[config.mk]
export PLATFORM = sky130hd
export DESIGN_NAME = serial_adder_ctrl
export DESIGN_NICKNAME = d
export VERILOG_FILES = /design/src/rtl/adder_pkg.sv /design/src/rtl/serial_adder_ctrl_fa_cell.sv /design/src/rtl/serial_adder_ctrl.sv
export SDC_FILE = /design/constraint.sdc
export NUM_CORES = 1
export LEC_CHECK = 0
export CAP_MARGIN = 40
export CORE_UTILIZATION = 50
export DETAILED_ROUTE_END_ITERATION = 8
export GPL_TIMING_DRIVEN = 0
export PLACE_DENSITY = 0.76
export SETUP_SLACK_MARGIN = 0.3
export SLEW_MARGIN = 0
export SYNTH_ARGS = -nofsm -noshare
export SYNTH_HDL_FRONTEND = slang
export SYNTH_HIERARCHICAL = 1
export SYNTH_SLANG_ARGS = --single-unit
[constraint.sdc]
create_clock -name clk -period 2.6 [get_ports clk]
set_input_delay 0.26 -clock clk [delete_from_list [all_inputs] [get_ports clk]]
set_output_delay 0.26 -clock clk [all_outputs]
set_load 0.05 [all_outputs]
[src/rtl/adder_pkg.sv]
// Shared types and helpers for the bit-serial adder controller.
package adder_pkg;

  typedef enum logic [1:0] {
    ST_IDLE = 2'd0,
    ST_RUN  = 2'd1,
    ST_DONE = 2'd2
  } state_t;

  // Counter width that stays at least one bit wide for WIDTH=1.
  function automatic int unsigned clog2_min1(input int unsigned w);
    return (w <= 1) ? 1 : $clog2(w);
  endfunction

endpackage

[src/rtl/serial_adder_ctrl_fa_cell.sv]
// Purely combinational 1-bit full adder cell.
module fa_cell (
  input  logic a,
  input  logic b,
  input  logic cin,
  output logic sum,
  output logic carry
);

  assign sum   = a ^ b ^ cin;
  assign carry = (a & b) | (cin & (a ^ b));

endmodule

[src/rtl/serial_adder_ctrl.sv]
// Bit-serial adder: one full-adder cell sequenced LSB first over WIDTH cycles.
module serial_adder_ctrl
  import adder_pkg::*;
#(
  parameter int unsigned WIDTH = 8
) (
  input  logic             clk,
  input  logic             rst,
  input  logic             start,
  input  logic [WIDTH-1:0] a,
  input  logic [WIDTH-1:0] b,
  input  logic             cin,
  output logic             busy,
  output logic             done,
  output logic [WIDTH-1:0] sum,
  output logic             cout
);

  localparam int unsigned CW = clog2_min1(WIDTH);

  state_t           r_state;
  logic [CW-1:0]    r_cnt;
  logic             r_carry;
  logic [WIDTH-1:0] r_a_sr;
  logic [WIDTH-1:0] r_b_sr;
  logic [WIDTH-1:0] r_res_sr;
  logic [WIDTH-1:0] r_sum;
  logic             r_cout;
  logic             r_busy;
  logic             r_done;

  logic             w_bit;
  logic             w_carry;
  logic [WIDTH-1:0] w_res_next;

  fa_cell u_fa (
    .a     (r_a_sr[0]),
    .b     (r_b_sr[0]),
    .cin   (r_carry),
    .sum   (w_bit),
    .carry (w_carry)
  );

  // Result bit enters at the MSB; a 1-bit result has nothing to shift down.
  generate
    if (WIDTH == 1) begin : g_res_w1
      assign w_res_next = w_bit;
    end else begin : g_res_wn
      assign w_res_next = {w_bit, r_res_sr[WIDTH-1:1]};
    end
  endgenerate

  always_ff @(posedge clk or posedge rst) begin
    if (rst) begin
      r_state  <= ST_IDLE;
      r_cnt    <= '0;
      r_carry  <= 1'b0;
      r_a_sr   <= '0;
      r_b_sr   <= '0;
      r_res_sr <= '0;
      r_sum    <= '0;
      r_cout   <= 1'b0;
      r_busy   <= 1'b0;
      r_done   <= 1'b0;
    end else begin
      case (r_state)
        ST_IDLE: begin
          r_done <= 1'b0;
          if (start) begin
            r_a_sr  <= a;
            r_b_sr  <= b;
            r_carry <= cin;
            r_cnt   <= '0;
            r_busy  <= 1'b1;
            r_state <= ST_RUN;
          end
        end
        ST_RUN: begin
          r_a_sr   <= r_a_sr >> 1;
          r_b_sr   <= r_b_sr >> 1;
          r_carry  <= w_carry;
          r_res_sr <= w_res_next;
          r_cnt    <= r_cnt + CW'(1);
          if (r_cnt == CW'(WIDTH - 1)) begin
            r_sum   <= w_res_next;
            r_cout  <= w_carry;
            r_busy  <= 1'b0;
            r_done  <= 1'b1;
            r_state <= ST_DONE;
          end
        end
        ST_DONE: begin
          r_done  <= 1'b0;
          r_state <= ST_IDLE;
        end
        default: begin
          r_busy  <= 1'b0;
          r_done  <= 1'b0;
          r_state <= ST_IDLE;
        end
      endcase
    end
  end

  assign busy = r_busy;
  assign done = r_done;
  assign sum  = r_sum;
  assign cout = r_cout;

endmodule

; ---- Yosys cells after proc, flatten, opt, wreduce, memory -nomap -nowiden
; Index checks and enable logic that the tools add are counted.
[word_totals]
latchBits = 0
reg_bits = 41
inputBits = 20
mem_bits_ro = 0
memories = 0
ramBits = 0
out_inout_bits = 11
[classes]
n_div = 0
n_mux = 16
bitwise_logic = 6
reduce_logical = 6
n_mul = 0
n_shift = 0
n_eq_ne = 5
n_addsub = 1
order_cmp = 0
[ops]
columns = op, n
row1 = 8-bit case mux with 2 select lines, 2
row2 = 8-bit 2-to-1 mux, 2
row3 = 3-bit case mux with 2 select lines, 1
row4 = 2-bit AND reduction, 3
row5 = 1-bit 2-to-1 mux, 5
row6 = 2-bit 2-to-1 mux, 2
row7 = 2-bit inequality test (second input constant), 2
row8 = 2-bit case mux with 2 select lines, 1
row9 = 3-bit by 1-bit adder with 3-bit output (second input constant), 1
row10 = 3-bit == test (second input constant), 1
row11 = 3-bit 2-to-1 mux, 1
row12 = 1-bit case mux with 3 select lines, 1
row13 = 3-bit AND reduction, 1
row14 = 1-bit bitwise AND, 2
row15 = 2-bit by 1-bit == test with 1-bit output (second input constant), 1
row16 = 2-bit == test (second input constant), 1
row17 = 2-bit zero test, 1
row18 = 1-bit case mux with 2 select lines, 1
row19 = 2-bit nonzero test, 1
row20 = 1-bit bitwise XOR, 2
row21 = 1-bit NOT, 1
row22 = 1-bit OR, 1

; ---- Logic depth before layout (Yosys ltp)
; Gate-level depths: netlist (run 1).
[logic_depth]
depth_word = 4
depth_mapped = 6
ltp_nobuf = 5

; ---- Cells and area by module
; The synthesis (run 1) kept the hierarchy.
[by_module_without_submodules]
columns = module, area_per_inst_um2, seq_area_each_um2, instances, cells_per_inst
row1 = serial_adder_ctrl, 1806.7, 1001.0, 1, 174
row2 = fa_cell, 20.0, 0.0, 1, 1

; ---- Least setup slack after synthesis (run 1)
; OpenSTA, ideal clock, no wires.
[synth_path]
kind = flip-flop to flip-flop
start = reg r_cnt[0]
end = reg r_cout, in the netlist cout
n_path_buf = 0
arrival_time_ns = 1.255
path_stages_with_launch = 5
slack_ns = 1.220
path_cell_list = dfrtp_1 ha_1 ha_1 nand2_8 mux2_4
[synth_via]
elab_chain_cells = 2
[synth_rtl]
columns = item, line
row1 = from (decl), serial_adder_ctrl.sv:22  ; logic [CW-1:0] r_cnt;
row2 = from (signal assigned), serial_adder_ctrl.sv:83  ; r_cnt <= r_cnt + CW'(1);
row3 = 3-bit == test, serial_adder_ctrl.sv:84  ; if (r_cnt == CW'(WIDTH - 1)) begin
row4 = 2-bit AND reduction (no source line), --
row5 = to (signal assigned), serial_adder_ctrl.sv:86  ; r_cout <= w_carry;
row6 = to (decl), serial_adder_ctrl.sv:28  ; logic r_cout;
; Every way passes these cells.
; A chain may end at the register's enable or synchronous reset.

; ---- Worst setup path in the final report (run 1)
[layout_path]
start = reg r_cout, in the netlist cout
end = out cout
[layout_lines]
columns = item, line
row1 = to (decl), serial_adder_ctrl.sv:16  ; output logic cout
; No word-level cell between the ends.

==> results.sh, run 1 <==
export IMPL_outcome="finished clean"
export IMPL_clock_sinks=40
export IMPL_post_cts_buffers=0
export IMPL_ys_seq_elements=40
export IMPL_tightest_slew_ns=0.804
export IMPL_r2r_start="r_cnt[0]"
export IMPL_drt_pass1_iter_count=4
export IMPL_final_antenna_net_count=0
export IMPL_dpl_hpwl_mm=2.68
export IMPL_critPathKind="flop to primary output"
export IMPL_yosysSeqAreaShare=0.548
export IMPL_insertedDiodeCount=0
export IMPL_die_h_um=62.4
export IMPL_synthToLayoutAreaGrowth_pct=24.0
export IMPL_end_kind="primary output"
export IMPL_max_cap_violations=0
export IMPL_synth_ff_type="dfrtp_1"
export IMPL_ios=31
export IMPL_route_detailed_drc=0
export IMPL_wl_mm=3.81
export IMPL_slowest_delay_ns=0.82
export IMPL_setup_tns_ns=0
export IMPL_syn_num_nets=198
export IMPL_synth_area_um2=1830
export IMPL_avgSynthCellArea_um2=10.4
export IMPL_fp_dieW_um=62.4
export IMPL_design_core_area_um2=3420
export IMPL_finalSetupViolations=0
export IMPL_worst_path_buf_inv=1
export IMPL_cts_clk_slew_worst_paths_ns=0.12
export IMPL_antenna_found_initial=0
export IMPL_min_period_ns=1.81
export IMPL_whs_ns=0.375
export IMPL_syn_inst=175
export IMPL_slew_headroom=0.463
export IMPL_grt_pass1_wl_mm=6.51
export IMPL_start_util=0.535
export IMPL_vias_per_cell=5.58
export IMPL_cp_slowest_cell="clkdlybuf4s50_1"
export IMPL_io_buffers=30
export IMPL_grt_pass1_vias=1437
export IMPL_period_share=0.695
export IMPL_drv_slew=0
export IMPL_max_vdd_ir_drop_uv=650
export IMPL_path_delay_family="buffers and inverters"
export IMPL_cp_data_arrival_time_ns=1.55
export IMPL_crit_path_start="cout"
export IMPL_vias=1446
export IMPL_nets=235
export IMPL_crit_chain="clkdlybuf4s50_1"
export IMPL_synth_edf_count=0
export IMPL_yosysWarnings=6
export IMPL_drive_above_1_share=0.146
export IMPL_wl_per_cell_um=14.7
export IMPL_ys_types=22
export IMPL_clock_latency_ns=0.35
export IMPL_track_usage=0.217
export IMPL_die_area_um2=3900
export IMPL_crit_fanout=2
export IMPL_first_iter_violations=54
export IMPL_rsz0062_at_grt="false"
export IMPL_finalHoldViolations=0
export IMPL_grt_overflow_total=0
export IMPL_cts_hold_fix_buffers=0
export IMPL_htree_levels=2
export IMPL_min_path_type="input port to async pin"
export IMPL_post_cts_resized=0
export IMPL_root_buffer="clkbuf_4"
export IMPL_powerDensity_nw_per_um2=1270
export IMPL_gp_congestion=0.870
export IMPL_core_rowCount=21
export IMPL_max_clock_freq_ghz=0.553
export IMPL_crit_path_start_kind="flop"
export IMPL_grt_max_degree=41
export IMPL_required_ns=2.34
export IMPL_clockBufferDepth=2
export IMPL_cts_tree="built"
export IMPL_p_leak_nw=1.01
export IMPL_synthArstFlopShare=1.00
export IMPL_cts_made_buffers=5
export IMPL_finClkSkew_ns=0.00629
[cell usage after synthesis (2+ instances only)]
cell | n | area [um2]
inv_1 | 4 | 15.0
a22o_1 | 2 | 17.5
dfrtp_1 | 40 | 1000
buf_4 | 4 | 30.0
o21ai_0 | 7 | 35.0
ha_1 | 2 | 25.0
mux2_4 | 9 | 135
nor3_1 | 45 | 225
nand2_1 | 24 | 90.1
o22ai_1 | 15 | 93.8
nand2b_1 | 2 | 12.5
buf_2 | 6 | 30.0
nor2_1 | 6 | 22.5
[kinds of logic (layout without fill, tap and decap cells)]
| kind of cell | after synthesis | after routing | share of synthesized area |
|---|---|---|---|
| AND/OR/NAND/NOR | 80 | 80 | 0.214 |
| flip-flops | 40 | 40 | 0.548 |
| AO/OA/AOI/OAI | 25 | 25 | 0.0829 |
| buffers and inverters | 17 | 55 | 0.0514 |
| multiplexers | 10 | 10 | 0.0795 |
| adder cells (fa/ha/maj) | 3 | 3 | 0.0247 |
[final timing paths]
check,endpoint,slack (ns),cells after the start
max in group asynchronous,r_state[0],1.71,2
hold / removal,sum[5],0.37,2
setup reg to reg,sum[7],1.11,4
hold reg to reg,r_res_sr[1],0.50,2
setup / recovery,cout,0.79,1
min in group clk,r_b_sr[7],0.48,3
[layer usage]
layer | track usage | up-vias | share of wire
met5 | 0 | - | 0
met4 | 0.128 | 0 | 0.031
met3 | 0.0529 | 14 | 0.060
met2 | 0.332 | 57 | 0.46
met1 | 0.280 | 686 | 0.44
li1 | - | 689 | -
[state kept, by name, summed over array words and instances (netlist names)]
register,count
busy,1
cout,1
done,1
r_a_sr,8
r_b_sr,8
r_carry,1
r_cnt,3
r_res_sr,7
r_state,2
sum,8
[power breakdown]
part	internal, W	switching [W]
clock	0.000200	0.000212
sequential	0.000910	0.000203
combinational	0.000570	0.000777
[per-stage QoR]
stage	power, W	utilization	worst slack [ns]	cells	area, um2
floorplan	0.00208	-	1.22	175	1830
global placement	0.00240	0.640	0.643	251	2180
detailed placement	0.00248	0.640	0.860	251	2180
CTS	0.00289	0.663	0.769	259	2260
global route	0.00307	0.663	0.721	259	2260
finish	0.00287	0.663	0.793	259	2260
[layout by cell type, fill, tap and decap left out]
cell type	Yosys	final
clkbuf_4	0	5
buf_4	4	4
clkbuf_1	1	1
nor2_1	6	6
inv_1	4	3
nor3_1	45	45
dfrtp_1	40	40
clkinvlp_4	0	1
mux2i_1	1	1
buf_6	1	1
buf_2	6	6
a22o_1	2	2
mux2_4	9	9
o22ai_1	15	15
buf_1	1	1
nor2b_1	1	1
clkinv_2	0	1
clkdlybuf4s50_1	0	30
o21ai_0	7	7
o21ai_1	1	1
ha_1	2	2
inv_2	0	1
nor2b_4	1	1
nand2b_1	2	2
nand2_1	24	24
fa_1	1	1
bufinv_16	0	1
nand2_8	1	1
[area by class of cell]
type,count,area [um2]
plain buffers,13,78.8
clock buffers,5,37.5
clock inverters,3,42.5
fillers,311,1150
inverters,4,15.0
multi-input cells,118,732
flip-flops and latches,40,1000
well taps,46,57.6
repair buffers,30,300
Power figures use the tool's default switching activity.
==> run 2: changes to the inputs <==
--- a/config.mk
+++ b/config.mk
@@ -6,10 +6,10 @@
 export NUM_CORES = 1
 export LEC_CHECK = 0
 export CAP_MARGIN = 40
-export CORE_UTILIZATION = 50
+export CORE_UTILIZATION = 47
 export DETAILED_ROUTE_END_ITERATION = 8
 export GPL_TIMING_DRIVEN = 0
-export PLACE_DENSITY = 0.76
+export PLACE_DENSITY = 0.75
 export SETUP_SLACK_MARGIN = 0.3
 export SLEW_MARGIN = 0
 export SYNTH_ARGS = -nofsm -noshare
==> constraint.sdc (replaced) <==
create_clock -name clk -period 1.5 [get_ports clk]
set_input_delay 0.15 -clock clk [delete_from_list [all_inputs] [get_ports clk]]
set_output_delay 0.15 -clock clk [all_outputs]
set_load 0.05 [all_outputs]
==> results.sh, run 2 (synthesis results as in run 1) <==
export IMPL_first_iter_violations=101
export IMPL_grt_max_degree=41
export IMPL_final_antenna_net_count=0
export IMPL_crit_path_start_kind="flop"
export IMPL_r2r_setup_slack_ns=0.11
export IMPL_gp_congestion=0.847
export IMPL_critPathKind="flop to flop"
export IMPL_vias_per_cell=5.88
export IMPL_cp_data_arrival_time_ns=1.57
export IMPL_min_period_ns=1.39
export IMPL_period_share=0.930
export IMPL_nets=257
export IMPL_route_detailed_drc=0
export IMPL_r2r_end="r_state[0]"
export IMPL_finClkSkew_ns=0.00533
export IMPL_finalHoldViolations=0
export IMPL_clock_sinks=40
export IMPL_ios=31
export IMPL_cts_clk_slew_worst_paths_ns=0.07
export IMPL_grt_pass1_vias=1612
export IMPL_r2r_start="r_cnt[0]"
export IMPL_p_sw_frac=0.434
export IMPL_required_ns=1.68
export IMPL_fin_ws_ns=0.105
export IMPL_drive_above_1_share=0.536
export IMPL_final_cells=283
export IMPL_vias=1663
export IMPL_place_ws_ns=-0.114
export IMPL_min_path_type="input port to async pin"
export IMPL_intPower_w=0.00379
export IMPL_clock_latency_ns=0.29
export IMPL_grt_overflow_total=0
export IMPL_cts_hold_fix_buffers=0
export IMPL_p_leak_nw=1.30
export IMPL_max_cap_violations=0
export IMPL_cp_slowest_cell="dfrtp_1"
export IMPL_setup_tns_ns=0
export IMPL_slew_headroom=0.441
export IMPL_final_cell_mix="dfrtp_1, nor3_2, clkdlybuf4s50_1"
export IMPL_power_switching_w=0.00291
export IMPL_insertedDiodeCount=0
export IMPL_final_common_cell="dfrtp_1"
export IMPL_design_core_area_um2=3690
export IMPL_start_util=0.495
export IMPL_wl_mm=5.73
export IMPL_fillers=196
export IMPL_worst_path_buf_inv=2
export IMPL_cts_made_buffers=5
export IMPL_root_buffer="clkbuf_8"
export IMPL_finalSetupViolations=0
export IMPL_slowest_delay_ns=0.38
export IMPL_track_usage=0.242
export IMPL_clockBufferDepth=2
export IMPL_crit_chain="ha_2, ha_4, buf_4, inv_1, mux2i_1, nor2_1"
export IMPL_die_area_um2=4140
export IMPL_synthToLayoutAreaGrowth_pct=64.9
export IMPL_outcome="finished clean"
export IMPL_power_frac_clock=0.110
export IMPL_max_vdd_ir_drop_uv=1290
export IMPL_io_buffers=30
export IMPL_rsz0062_at_grt="true"
export IMPL_htree_levels=2
export IMPL_seqCellArea_um2=1000
export IMPL_die_h_um=64.3
export IMPL_cts_tree="built"
export IMPL_path_delay_family="adder cells"
export IMPL_end_kind="flop"
export IMPL_wl_per_cell_um=20.2
export IMPL_drv_slew=0
export IMPL_tightest_slew_ns=0.837
export IMPL_sequentialPowerShare=0.321
export IMPL_dpl_hpwl_mm=2.74
export IMPL_grt_pass1_wl_mm=7.39
export IMPL_antenna_found_initial=0
export IMPL_fp_dieW_um=64.3
export IMPL_multi_input_comb_area_um2=1180
export IMPL_combPwrFrac=0.569
export IMPL_reg2reg_depth=6
export IMPL_dp_cells=253
export IMPL_core_rowCount=22
export IMPL_max_clock_freq_ghz=0.717
export IMPL_powerDensity_nw_per_um2=2220
export IMPL_crit_fanout=4
export IMPL_drt_pass1_iter_count=5
-- run 2: cell count changes in the layout (fill, tap and decap cells not counted), moves of 6 or more --
cell / change
o22ai_4: +7
o22ai_1: -14
nor3_2: +27
nor3_1: -35
o22ai_2: +7
clkbuf_8: +6
clkdlybuf4s50_1: -11
buf_4: +14
buf_6: +6
nand2_1: -7
nor3_4: +8
-- run 2: worst reg2reg max path, delay by kind of cell, from the launching register on --
family	cells	cell delay, ns
adders and majority gates	2	0.41
and+or+nand+nor	1	0.08
buffers and inverters	2	0.20
DFF	1	0.38
muxes	1	0.20
-- run 2: how the worst max path moves through the flow --
stage,from,endpoint,cells after the start
floorplan,r_carry,sum[7],2
global placement,rst,r_a_sr[5],2
detailed placement,start,r_b_sr[1],5
CTS,r_cnt[1],sum[1],4
global route,r_cnt[0],r_state[0],6
finish,r_cnt[0],r_state[0],6
-- run 2: area by class of cell --
type | instances | share of cell area
plain buffers | 13 | 0.0528
clock buffers | 8 | 0.0299
inverters | 4 | 0.00623
multi-input cells | 119 | 0.391
flip-flops and latches | 40 | 0.332
well taps | 48 | 0.0199
repair buffers | 51 | 0.168
-- run 2: timing repair --
item,in CTS,in global routing
cloned,1,2
pin swaps,5,22
endpoints found under the setup margin,45,44
gates resized for setup,59,97
setup buffers,16,3
-- run 2: power by group through the flow --
stage | combinational (W) | sequential (W) | clock [W]
CTS | 0.00290 | 0.00196 | 0.000749
finish | 0.00381 | 0.00215 | 0.000738
floorplan | 0.00130 | 0.00236 | 0
global route | 0.00402 | 0.00220 | 0.000781
detailed placement | 0.00239 | 0.00197 | 0
global placement | 0.00229 | 0.00193 | 0
-- run 2: stage by stage --
stage               utilization  power [W]  instance area (um2)  hold WS, ns
global route              0.816    0.00700                 3010        0.426
floorplan                     -    0.00366                 1850        0.286
CTS                       0.697    0.00561                 2570        0.371
finish                    0.816    0.00669                 3010        0.344
detailed placement        0.599    0.00436                 2210        0.476
global placement          0.599    0.00422                 2210        0.457
-- run 2: routing by layer --
metal  vias up  wire, um  global-route usage
met3        16       282              0.0607
met4         0       175               0.100
met1       845      2260               0.272
met2        68      3010               0.432
li1        734         -                   -
met5         -         0                   0
==> run 3: changes to the inputs <==
==> constraint.sdc (replaced) <==
create_clock -name clk -period 1.2 [get_ports clk]
set_input_delay 0.12 -clock clk [delete_from_list [all_inputs] [get_ports clk]]
set_output_delay 0.12 -clock clk [all_outputs]
set_load 0.05 [all_outputs]
==> results.sh, run 3 (synthesis results as in run 1) <==
export IMPL_outcome="finished, violations left"
export IMPL_violations="negative setup slack"
export IMPL_tightest_slew_ns=0.463
export IMPL_gp_congestion=0.745
export IMPL_cts_clk_slew_worst_paths_ns=0.08
export IMPL_wl_per_cell_um=20.6
export IMPL_rsz0062_at_grt="true"
export IMPL_power_switching_w=0.00383
export IMPL_path_delay_family="flip-flops"
export IMPL_grt_pass1_wl_mm=7.81
export IMPL_drive_above_1_share=0.561
export IMPL_period_share=1.13
export IMPL_end_kind="flop"
export IMPL_finClkSkew_ns=0.00548
export IMPL_grt_overflow_total=0
export IMPL_setup_tns_ns=-1.76
export IMPL_fillers=180
export IMPL_clockBufferDepth=2
export IMPL_crit_path_start_kind="flop"
export IMPL_place_area_um2=2330
export IMPL_crit_fanout=6
export IMPL_cts_tree="built"
export IMPL_wl_mm=5.86
export IMPL_finalHoldViolations=0
export IMPL_nets=259
export IMPL_grt_pass1_vias=1673
export IMPL_vias=1645
export IMPL_die_h_um=64.3
export IMPL_final_area_um2=3040
export IMPL_min_period_ns=1.35
export IMPL_final_common_cell="dfrtp_1"
export IMPL_max_cap_violations=0
export IMPL_htree_levels=2
export IMPL_intPower_w=0.00508
export IMPL_insertedDiodeCount=0
export IMPL_fin_util=0.825
export IMPL_grt_max_degree=41
export IMPL_max_clock_freq_ghz=0.740
export IMPL_final_cells=285
export IMPL_p_leak_nw=1.30
export IMPL_final_cell_mix="dfrtp_1, nor3_2, nor3_1"
export IMPL_cp_data_arrival_time_ns=1.53
export IMPL_synthToLayoutAreaGrowth_pct=66.6
export IMPL_sequentialPowerShare=0.306
export IMPL_drv_slew=0
export IMPL_first_iter_violations=134
export IMPL_die_area_um2=4140
export IMPL_cts_made_buffers=5
export IMPL_ios=31
export IMPL_clock_sinks=40
export IMPL_crit_chain="buf_6, nor2b_4, buf_12, nand2_8, mux2_4"
export IMPL_seqCellArea_um2=1000
export IMPL_power_frac_clock=0.128
export IMPL_design_core_area_um2=3690
export IMPL_slew_headroom=0.691
export IMPL_cp_slowest_cell="dfrtp_1"
export IMPL_slowest_delay_ns=0.41
export IMPL_combPwrFrac=0.565
export IMPL_required_ns=1.38
export IMPL_finalSetupViolations=29
export IMPL_fin_ws_ns=-0.150
export IMPL_core_rowCount=22
export IMPL_drt_pass1_iter_count=4
export IMPL_min_path_type="input port to async pin"
export IMPL_powerDensity_nw_per_um2=2930
export IMPL_max_vdd_ir_drop_uv=1700
export IMPL_vias_per_cell=5.77
export IMPL_dpl_hpwl_mm=2.71
export IMPL_root_buffer="clkbuf_8"
export IMPL_critPathKind="flop to flop"
export IMPL_fp_dieW_um=64.3
export IMPL_io_buffers=30
export IMPL_clock_latency_ns=0.30
export IMPL_track_usage=0.253
export IMPL_final_antenna_net_count=0
export IMPL_dp_cells=253
export IMPL_worst_path_buf_inv=2
export IMPL_p_sw_frac=0.430
export IMPL_antenna_found_initial=0
export IMPL_multi_input_comb_area_um2=1140
export IMPL_route_detailed_drc=0
export IMPL_cts_hold_fix_buffers=0
export IMPL_start_util=0.495
-- run 3: cell types whose count changed in the layout (fill, tap and decap cells not counted), sizes merged, moves of 2 or more --
cell / change
clkinvlp: +2
buf: +6
clkdlybuf4s15: -4
clkdlybuf4s18: -2
clkinv: +2
clkbuf: -2
-- run 3: metrics by stage --
stage	power, W	setup WS [ns]	hold slack (ns)
after detailed placement	0.00579	-0.492	0.474
after floorplan	0.00490	-0.0632	0.0988
final	0.00892	-0.150	0.299
after CTS	0.00783	-0.101	0.354
after global routing	0.00930	-0.170	0.348
after global placement	0.00564	-0.408	0.459
-- run 3: worst paths after layout --
kind | startpoint | to | slack [ns] | depth (start not counted)
max | r_state[0] | cout | -0.15 | 5
min | rst | r_res_sr[1] | 0.30 | 2
max reg2reg | r_state[0] | cout | -0.15 | 5
min reg2reg | r_res_sr[1] | r_res_sr[1] | 0.50 | 2
max in group asynchronous | rst | r_a_sr[5] | 0.60 | 2
min in group clk | b[7] | r_b_sr[7] | 0.36 | 3
-- run 3: cell type report --
cell class | instances | area share
Buffer | 13 | 0.0493
Clock inverter | 3 | 0.0156
Inverter | 4 | 0.00740
Clock buffer | 5 | 0.0226
Timing Repair inverter | 1 | 0.00247
Sequential cell | 40 | 0.329
Multi-Input combinational cell | 119 | 0.374
Tap cell | 48 | 0.0197
Timing Repair Buffer | 52 | 0.180
-- run 3: power by group through the flow --
stage	logic [W]	clock network [W]	registers [W]
floorplan	0.00188	0	0.00302
global placement	0.00316	0	0.00248
detailed placement	0.00326	0	0.00253
CTS	0.00412	0.00114	0.00257
global route	0.00528	0.00122	0.00280
finish	0.00504	0.00115	0.00273
-- run 3: timing repair --
action | in CTS | in global routing
endpoints found under the setup margin | 51 | 91
pin swaps | 24 | 15
gates cloned | 2 | 2
resized for setup | 122 | 41
setup buffers | 14 | 6
-- run 3: worst reg2reg max path: stages, from the launching register on --
cell and delay [ns]:
dfrtp_1 0.41, buf_6 0.14, nor2b_4 0.13, buf_12 0.14
nand2_8 0.10, mux2_4 0.33
-- run 3: layer usage --
layer  track usage  share of wire  wire length (um)  up-vias
li1              -              -                 -      744
met1         0.313           0.41              2390      832
met2         0.421           0.52              3020       55
met3        0.0607          0.051               301       14
met4         0.108          0.024               140        0
met5             0              0                 0        -
==> edit: new RTL, flow settings as in run 2 <==
`WIDTH`: 8 -> 12.
--- a/src/rtl/serial_adder_ctrl.sv
+++ b/src/rtl/serial_adder_ctrl.sv
@@ -3,5 +3,5 @@
   import adder_pkg::*;
 #(
-  parameter int unsigned WIDTH = 8
+  parameter int unsigned WIDTH = 12
 ) (
   input  logic             clk,
Ports: changed (resized a, b and sum); port bits go from 31 to 43. The function was not compared with the original's and may differ.
==> edit against run 2 <==
The run now ends with setup timing left. Utilization is 3.6 points lower. Maximum frequency is 13% lower. Sequential power up 28%. Wire length rose by 25%. Critical endpoint is now sum[5]. Synthesized area grew 38%. First-iteration DRC count rose by 30%. Critical path depth stayed put. Sequential cell count grew 17. Synthesized cell count increased by 22%. Power is 38% higher. Worst setup slack lost 0.21 ns. Cell area rose by 33%. Non-clock buffer count is 34 higher.
==> edit: results (changes against run 2) <==
| Metric | Value |
|---|---|
| Sequential cell area fraction in the yosys report | 56.4% (was 54.8%) |
| Drt pass-1 iters | 4 (was 5) |
| DR vias | 2054 (was 1663) |
| Net switching power | 0.00348 W (was 0.00291 W) |
| Final wirelength | 7.18 mm (was 5.73 mm) |
| Post-Layout Cell Count | 381 (was 283) |
| Mapped Avg Cell Area | 11.8 um2 (was 10.4 um2) |
| Worst-path fanout max | 5 (was 4) |
| Placed Cells | 327 (was 253) |
| Adder-cell area share of the yosys netlist | 1.29% (was 2.47%) |
| Distinct cell type count after synthesis | 27 (was 22) |
| Final setup fails | 13 (was 0) |
| Share of layout cells above drive strength 1 | 53.4% (was 53.6%) |
| Clock H-tree levels | 3 (was 2) |
| Post-DP HPWL | 3.42 mm (was 2.74 mm) |
| Synth top cells by count | 57 x dfrtp_1, 26 x o21ai_0, 19 x nand2_1, 18 x a22oi_1, 17 x a21oi_1 (was 45 x nor3_1, 40 x dfrtp_1, 24 x nand2_1, 15 x o22ai_1, 9 x mux2_4) |
| Worst skew pair latency | 0.33 ns (was 0.29 ns) |
| Vias in the first global route | 1958 (was 1612) |
| Slew margin rel. | 66.1% (was 44.1%) |
| Clk pwr share | 15.0% (was 11.0%) |
| Final worst slack | -0.109 ns (was 0.105 ns) |
| Failing checks | setup timing |
| Outcome | finished, violations left (was finished, final reports clean) |
| Post-synthesis mux area share | 12.5% (was 7.95%) |
| PortBufs | 42 (was 30) |
| Worst Skew | 0.00480 ns (was 0.00533 ns) |
| Synth Area in Compound Gates | 15.4% (was 8.29%) |
| Starting DRC count in detailed routing | 131 (was 101) |
| Routability cong. | 0.755 (was 0.847) |
| Arrival time at the worst endpoint | 1.82 ns (was 1.57 ns) |
| Reg-to-reg endpoint | sum[5] (was r_state[0]) |
## edit: changes by cell type after synthesis, moves of 5 or more
cell,delta
a21oi_1,+17
a22oi_1,+18
and3b_1,+6
clkbuf_1,+7
dfrtp_1,+17
mux2_2,+16
nand2_1,-5
nor2_1,-5
nor2b_1,+12
nor3_1,-45
o21ai_0,+19
o22ai_1,-15
## edit: metrics by stage
step	instance area, um2	utilization (%)	setup WS, ns
floorplan	2570	-	-0.0811
global route	4010	78.0	-0.145
finish	4010	78.0	-0.109
CTS	3690	71.8	-0.0872
detailed placement	3100	60.2	-0.272
global placement	3080	59.8	-0.232
## edit: repair_timing
| action | CTS | global route |
|---|---|---|
| hold buffers | 0 | 0 |
| pin swaps | 24 | 19 |
| buffers inserted | 14 | 15 |
| gates cloned | 6 | 3 |
| setup endpoints to repair | 69 | 58 |
| resized for setup | 178 | 41 |
## edit: logic make-up (layout without fill, tap and decap cells)
kind of cell / after synthesis / in the layout
AOI/OAI and AO/OA: 66 / 66
adders and majority gates: 2 / 2
buffers and inverters: 20 / 117
DFF: 57 / 57
muxes: 25 / 25
and+or+nand+nor: 44 / 44
## edit: layout make-up
class / instances / area [um2]
clock inverter: 3 / 40.0
buffer: 17 / 245
fill: 336 / 1130
clock buffer: 13 / 149
sequential: 57 / 1430
timing repair buffer: 81 / 777
inverter: 3 / 15.0
multi-input combinational: 137 / 1270
tap: 70 / 87.6
## edit: layer usage
metal,track usage (%),part of all wire [%]
met5,0,0
met1,31.2,43
met4,7.20,3.1
met2,38.3,49
met3,6.35,4.5
## edit: critical path, cell delays in order (launching register included)
cell,delay [ns]
dfrtp_1,0.39
ha_2,0.19
and3b_2,0.21
and2_4,0.14
buf_6,0.13
buf_12,0.13
mux2_4,0.30
